## config.mk

```make
export PLATFORM = sky130hd
export DESIGN_NAME = io_input_capture
export DESIGN_NICKNAME = d
export VERILOG_FILES = /design/src/rtl/io_input_capture.sv
export SDC_FILE = /design/constraint.sdc
export NUM_CORES = 1
export LEC_CHECK = 0
export BUFFER_PORTS_ARGS = -buffer_cell sky130_fd_sc_hd__buf_2
export CAP_MARGIN = 10
export CORE_MARGIN = 1
export CORE_UTILIZATION = 42
export CTS_CLUSTER_SIZE = 25
export DETAILED_ROUTE_END_ITERATION = 8
export HOLD_SLACK_MARGIN = 0.12
export SLEW_MARGIN = 20
export SYNTH_ARGS = -nofsm -noshare
export SYNTH_HDL_FRONTEND = slang
export SYNTH_SLANG_ARGS = --single-unit
```

## constraint.sdc

```tcl
create_clock -name clk -period 2.7 [get_ports clk]
set_clock_uncertainty 0.1 [all_clocks]
set_input_delay 0.135 -clock clk [delete_from_list [all_inputs] [get_ports clk]]
set_output_delay 0.135 -clock clk [all_outputs]
set_load 0.05 [all_outputs]
```

## src/rtl/io_input_capture.sv

```systemverilog
// io_input_capture: synchronized, debounced buttons and switches behind a small CPU register window.
// Define IO_IRQ_EN to add the MASK register at +0xC and the registered irq output.
module io_input_capture #(
    parameter int          DB_CYCLES = 1000000,
    parameter logic [31:0] BASE_ADDR = 32'h0000_0080
) (
    input  logic        clk,
    input  logic        reset,
    input  logic        btnL,
    input  logic        btnR,
    input  logic [15:0] switch,
    input  logic [31:0] dataAdr,
    input  logic        writeEN,
    input  logic [31:0] writeData,
    output logic [31:0] readData
`ifdef IO_IRQ_EN
    ,
    output logic        irq
`endif
);
    typedef enum logic [1:0] {IDLE, PRESS_WAIT, PRESSED, RELEASE_WAIT} state_t;
    localparam int CW = $clog2(DB_CYCLES);
    localparam logic [CW-1:0] DB_LAST = CW'(DB_CYCLES - 1);

    logic [17:0] meta_q, sync_q;
    always_ff @(posedge clk or negedge reset)
        if (!reset) begin
            meta_q <= '0;
            sync_q <= '0;
        end else begin
            meta_q <= {switch, btnR, btnL};
            sync_q <= meta_q;
        end

    logic [31:0] off;
    logic        in_win, clr_wr;
    assign off    = dataAdr - BASE_ADDR;
    assign in_win = off[31:4] == 28'd0;
    assign clr_wr = writeEN && in_win && off[3:2] == 2'd2;

    logic [1:0]  sticky, level;
    logic [15:0] cnt, sw;

    for (genvar b = 0; b < 2; b++) begin : g_btn
        state_t          state_q, state_d;
        logic [CW-1:0]   db_q, db_d;
        logic [7:0]      cnt_q, cnt_d;
        logic            sticky_q, sticky_d, set;
        always_ff @(posedge clk or negedge reset)
            if (!reset) begin
                state_q  <= IDLE;
                db_q     <= '0;
                cnt_q    <= '0;
                sticky_q <= 1'b0;
            end else begin
                state_q  <= state_d;
                db_q     <= db_d;
                cnt_q    <= cnt_d;
                sticky_q <= sticky_d;
            end
        // entering a wait state already counts the first agreeing sample
        always_comb begin
            state_d = state_q;
            db_d    = '0;
            set     = 1'b0;
            case (state_q)
                IDLE:         if (sync_q[b]) begin state_d = PRESS_WAIT; db_d = CW'(1); end
                PRESS_WAIT:   if (!sync_q[b]) state_d = IDLE;
                              else if (db_q == DB_LAST) begin state_d = PRESSED; set = 1'b1; end
                              else db_d = db_q + 1'b1;
                PRESSED:      if (!sync_q[b]) begin state_d = RELEASE_WAIT; db_d = CW'(1); end
                RELEASE_WAIT: if (sync_q[b]) state_d = PRESSED;
                              else if (db_q == DB_LAST) state_d = IDLE;
                              else db_d = db_q + 1'b1;
                default:      state_d = IDLE;
            endcase
            sticky_d = set | (sticky_q & ~(clr_wr & writeData[b]));
            cnt_d    = (clr_wr & writeData[b+2]) ? {7'b0, set} : cnt_q + {7'b0, set};
        end
        assign sticky[b]       = sticky_q;
        assign level[b]        = state_q == PRESSED || state_q == RELEASE_WAIT;
        assign cnt[8*b +: 8]   = cnt_q;
    end

    for (genvar j = 0; j < 16; j++) begin : g_sw
        logic [CW-1:0] c_q;
        logic          s_q;
        always_ff @(posedge clk or negedge reset)
            if (!reset) begin
                c_q <= '0;
                s_q <= 1'b0;
            end else if (sync_q[j+2] == s_q) begin
                c_q <= '0;
            end else if (c_q == DB_LAST) begin
                c_q <= '0;
                s_q <= sync_q[j+2];
            end else begin
                c_q <= c_q + 1'b1;
            end
        assign sw[j] = s_q;
    end

    logic [31:0] mask_rd;
`ifdef IO_IRQ_EN
    logic [1:0] mask_q;
    logic       irq_q;
    always_ff @(posedge clk or negedge reset)
        if (!reset) begin
            mask_q <= '0;
            irq_q  <= 1'b0;
        end else begin
            if (writeEN && in_win && off[3:2] == 2'd3) mask_q <= writeData[1:0];
            irq_q <= |(sticky & mask_q);
        end
    assign irq     = irq_q;
    assign mask_rd = {30'b0, mask_q};
`else
    assign mask_rd = '0;
`endif

    assign readData = !in_win          ? '0 :
                      off[3:2] == 2'd0 ? {16'b0, sw} :
                      off[3:2] == 2'd1 ? {8'b0, cnt, 4'b0, level, sticky} :
                      off[3:2] == 2'd3 ? mask_rd : '0;

    logic unused_bits;
    assign unused_bits = ^{writeData[31:4], off[1:0]};
endmodule

```

==> impl_results.rst <==
.. list-table::
   :header-rows: 1

   * - Metric
     - Value
   * - Status
     - complete, but fails checks
   * - Violations in the final reports
     - setup timing
   * - First-pass detailed-route iteration total
     - 5
   * - Cell chain of the critical path
     - buf_12, inv_12, ha_4, or3b_4, nand3b_1, a22o_1, or4_4, or2_4, buf_12, nor3b_4, buf_6
   * - DRC marker count from the first detailed-route iteration
     - 795
   * - Via count of the first global-routing pass
     - 14.5k
   * - Routed via count divided by cell count
     - 5.00
   * - Post-layout minimum cycle time
     - 2.86 ns
   * - Diodes inserted
     - 0
   * - Worst reg-to-reg setup slack
     - 0.13 ns
   * - Final worst slack
     - -0.164 ns
   * - Type of the worst setup path
     - input port to primary output
   * - Routed length per placed instance
     - 13.5 um
   * - FF-to-FF Start
     - g_btn[1].db_q[10]
   * - EDFF count, synth
     - 0
   * - Most frequently used flop master after synthesis
     - sky130_fd_sc_hd__dfrtp_1
   * - Normalized max-slew margin
     - 54.5%
   * - Slowest stage delay, CP
     - 0.57 ns
   * - Slowest cell on crit path
     - sky130_fd_sc_hd__or4_4
   * - Number of clock sinks
     - 434
   * - First-pass GRT wire length
     - 67900 um
   * - Count of final setup violators
     - 24
   * - Setup WS pre-CTS
     - -0.445 ns
   * - Clock latency on the worst-skew pair
     - 0.58 ns
   * - Maximum Capacitance Violations
     - 0
   * - Total Power
     - 13.9 mW
   * - Crit start category
     - input port
   * - IO Pins
     - 117
   * - Cells on worst reg2reg path
     - 12
   * - Clock tree from TritonCTS
     - built
   * - Pleak
     - 10.5 nW
   * - # nets final
     - 2306
   * - Pwr per Cell Area
     - 574 mW/mm2
   * - Core Area
     - 0.0470 mm2
   * - RSZ-0062 raised after global routing
     - true
   * - Max Fclk
     - 349 MHz
   * - RD Place Congestion
     - 0.797
   * - Mapped Cells
     - 2005
   * - Clock slew at the register clock pins of the worst setup and hold paths
     - 0.06 ns
   * - Reg-to-reg endpoint
     - g_btn[1].cnt_q[6]
   * - Data required time of the critical path
     - 2.47 ns
   * - Die width
     - 221 um
   * - Worst Max-Slew Pin Slew
     - 0.683 ns
   * - Commonest non-fill, non-tap cell in the layout
     - sky130_fd_sc_hd__nor2_1
   * - Cell type with the highest occurrence count on the critical path
     - sky130_fd_sc_hd__buf_12
   * - Layout fillers
     - 4220
   * - Starting utilization of the core area
     - 43.0%
   * - Pin count of the biggest net entering global routing
     - 78
   * - Clock tree buffer depth
     - 3
   * - Critical-path maximum fanout
     - 7
   * - Syn. warnings
     - 0
   * - Synth Area per Inst
     - 10.1 um2
   * - Worst hold-check path type
     - input port to register
   * - Maximum level of the CTS H-tree
     - 2
   * - Drt drc
     - 0
   * - Critical Path Sink Type
     - primary output
   * - Destination of the critical timing path
     - readData[7]
   * - Synthesized flop and latch total
     - 434
   * - Post-detailed-route count of antenna-violating nets
     - 0
   * - Area growth, synth to finish
     - 19.9%
   * - Total area of sequential cells
     - 0.0109 mm2
   * - TritonCTS Buffers
     - 48
   * - Share of the clock period used by the worst path after layout
     - 106%
   * - Antenna violations before repair
     - 0
   * - Number of vias after detailed routing
     - 14.2k
   * - Standard-cell rows
     - 79
   * - Wire length after detailed routing
     - 38500 um
   * - Number of buffer cells added on primary ports
     - 78
   * - Multi-input gate area
     - 0.00916 mm2
   * - Vertical die dimension
     - 221 um
   * - Worst ir drop on vdd
     - 0.387 mV
   * - Half-perimeter wire length after detailed placement
     - 25800 um
   * - Async set-reset flop share out of synthesis
     - 100%
   * - Top library cells by usage in the layout, fill and taps aside
     - sky130_fd_sc_hd__nor2_1 (447), sky130_fd_sc_hd__dfrtp_1 (434), sky130_fd_sc_hd__xor2_1 (230), sky130_fd_sc_hd__nand3_1 (170), sky130_fd_sc_hd__xnor2_1 (120)
   * - Share of layout cells above drive strength 1
     - 13.4%
   * - Final hold vios
     - 0
   * - Number of distinct standard cells referenced by the synthesized netlist
     - 52
   * - Final Max Slew Viols
     - 0
   * - Mapped Area
     - 0.0202 mm2
   * - Critical path launch point
     - dataAdr[8]
   * - Gr ovfl total
     - 0
   * - Cell at the root of the clock tree
     - sky130_fd_sc_hd__clkbuf_16
   * - Overall routing resource usage
     - 16.4%
   * - Die area
     - 0.0489 mm2
   * - Critical path data arrival time
     - 2.63 ns
   * - Sequential area share after synthesis
     - 53.8%
-- layout make-up --
| type | instances | share of cell area, % |
|---|---|---|
| multi-input combinational | 1483 | 37.9 |
| inverter | 45 | 0.770 |
| tap | 607 | 3.14 |
| clock inverter | 20 | 0.993 |
| clock buffer | 70 | 5.72 |
| timing repair buffer | 186 | 6.63 |
| sequential | 434 | 44.9 |
-- state kept, by name (all words and copies together), names as in the netlist, named ones only --
signal,flops
g_btn.cnt_q,16
g_btn.db_q,40
g_btn.state_q,2
g_btn.sticky_q,2
g_sw.c_q,320
g_sw.s_q,16
meta_q,18
sync_q,18
-- repair_timing --
item,CTS,global route
pin swaps,11,1
hold buffers,45,0
setup buffers,4,1
hold endpoints to repair,470,0
gates resized for setup,76,14
endpoints found under the setup margin,24,32
-- per-stage QoR --
stage	cell area, um2	hold slack, ns	setup TNS, ns	cells	util [%]
floorplan	20400	-0.261	-0.141	2012	-
global placement	21800	0.106	-6.92	2705	46.4
detailed placement	21800	0.0934	-8.43	2705	46.4
CTS	24100	0.177	-2.59	2844	51.4
global route	24200	0.224	-4.22	2845	51.5
finish	24200	0.220	-2.64	2845	51.5
-- kinds of logic (layout without fill, tap and decap cells) --
family                   Yosys count  after routing  synth area share [%]
AND/OR/NAND/NOR                 1041           1041                  25.0
flip-flops                       434            434                  53.8
XOR/XNOR                         350            350                  15.2
buffers and inverters             95            321                  1.96
multiplexers                      32             32                  1.71
AO/OA/AOI/OAI                     29             29                 0.819
adder cells (fa/ha/maj)           23             23                  1.43
other                              1              8                0.0186
-- worst min-delay path by stage --
| stage | cells after the start | to | slack [ns] | start |
|---|---|---|---|---|
| after floorplan | 0 | asynchronous set/reset pin | -0.26 | reset |
| after global placement | 1 | g_sw[1].c_q[17] | 0.11 | reset |
| after detailed placement | 1 | g_sw[5].s_q | 0.09 | reset |
| after CTS | 5 | g_btn[0].cnt_q[0] | 0.18 | writeEN |
| after global routing | 5 | g_btn[0].cnt_q[0] | 0.22 | writeEN |
| final | 5 | g_btn[0].cnt_q[0] | 0.22 | writeEN |
-- critical path: cells and delay by family --
family	cells	cell delay, ns
fa+ha+maj	1	0.11
buf+inv	4	0.48
simple gates	5	1.62
compound gates	1	0.26
-- power breakdown --
part / internal [mW] / switching [mW] / leakage (nW)
combinational: 0.207 / 0.353 / 3.87
sequential: 6.60 / 0.0781 / 5.87
clock: 4.04 / 2.62 / 0.796
total: 10.8 / 3.05 / 10.5
-- Yosys cell counts, types with 2 or more instances --
| cell type | instances | area, um2 |
|---|---|---|
| sky130_fd_sc_hd__nor2b_1 | 6 | 37.5 |
| sky130_fd_sc_hd__xnor2_1 | 120 | 1050 |
| sky130_fd_sc_hd__o21a_1 | 2 | 15.0 |
| sky130_fd_sc_hd__nor2_2 | 2 | 12.5 |
| sky130_fd_sc_hd__nor4b_1 | 23 | 201 |
| sky130_fd_sc_hd__nor2_1 | 460 | 1730 |
| sky130_fd_sc_hd__and3_1 | 45 | 282 |
| sky130_fd_sc_hd__nand2b_1 | 6 | 37.5 |
| sky130_fd_sc_hd__nand3b_1 | 8 | 60.1 |
| sky130_fd_sc_hd__mux2i_1 | 12 | 120 |
| sky130_fd_sc_hd__mux2_2 | 20 | 225 |
| sky130_fd_sc_hd__and4_1 | 28 | 245 |
| sky130_fd_sc_hd__nand2_1 | 115 | 432 |
| sky130_fd_sc_hd__or3b_2 | 2 | 17.5 |
| sky130_fd_sc_hd__nor3_1 | 26 | 130 |
| sky130_fd_sc_hd__a21oi_1 | 7 | 35.0 |
| sky130_fd_sc_hd__xor2_1 | 230 | 2010 |
| sky130_fd_sc_hd__ha_1 | 23 | 288 |
| sky130_fd_sc_hd__nand4b_1 | 2 | 17.5 |
| sky130_fd_sc_hd__or2_2 | 15 | 93.8 |
| sky130_fd_sc_hd__buf_4 | 8 | 60.1 |
| sky130_fd_sc_hd__or3_1 | 8 | 50.1 |
| sky130_fd_sc_hd__buf_1 | 3 | 11.3 |
| sky130_fd_sc_hd__nand3_1 | 170 | 851 |
| sky130_fd_sc_hd__o21ai_0 | 14 | 70.1 |
| sky130_fd_sc_hd__dfrtp_1 | 434 | 10900 |
| sky130_fd_sc_hd__inv_1 | 45 | 169 |
| sky130_fd_sc_hd__clkbuf_1 | 37 | 139 |
| sky130_fd_sc_hd__nand4_1 | 60 | 375 |
| sky130_fd_sc_hd__nor4_1 | 23 | 144 |
| sky130_fd_sc_hd__nor4bb_1 | 7 | 70.1 |
| sky130_fd_sc_hd__and2_1 | 16 | 100 |
| sky130_fd_sc_hd__nor3b_1 | 9 | 67.6 |
-- layer usage --
| layer | share of wire [%] | vias up | track usage (%) |
|---|---|---|---|
| met4 | 2.6 | 0 | 6.14 |
| met5 | 0 | - | 0 |
| li1 | - | 7067 | - |
| met1 | 48 | 6914 | 22.4 |
| met2 | 46 | 188 | 26.3 |
| met3 | 3.5 | 63 | 2.50 |
Power figures use the tool's default switching activity.
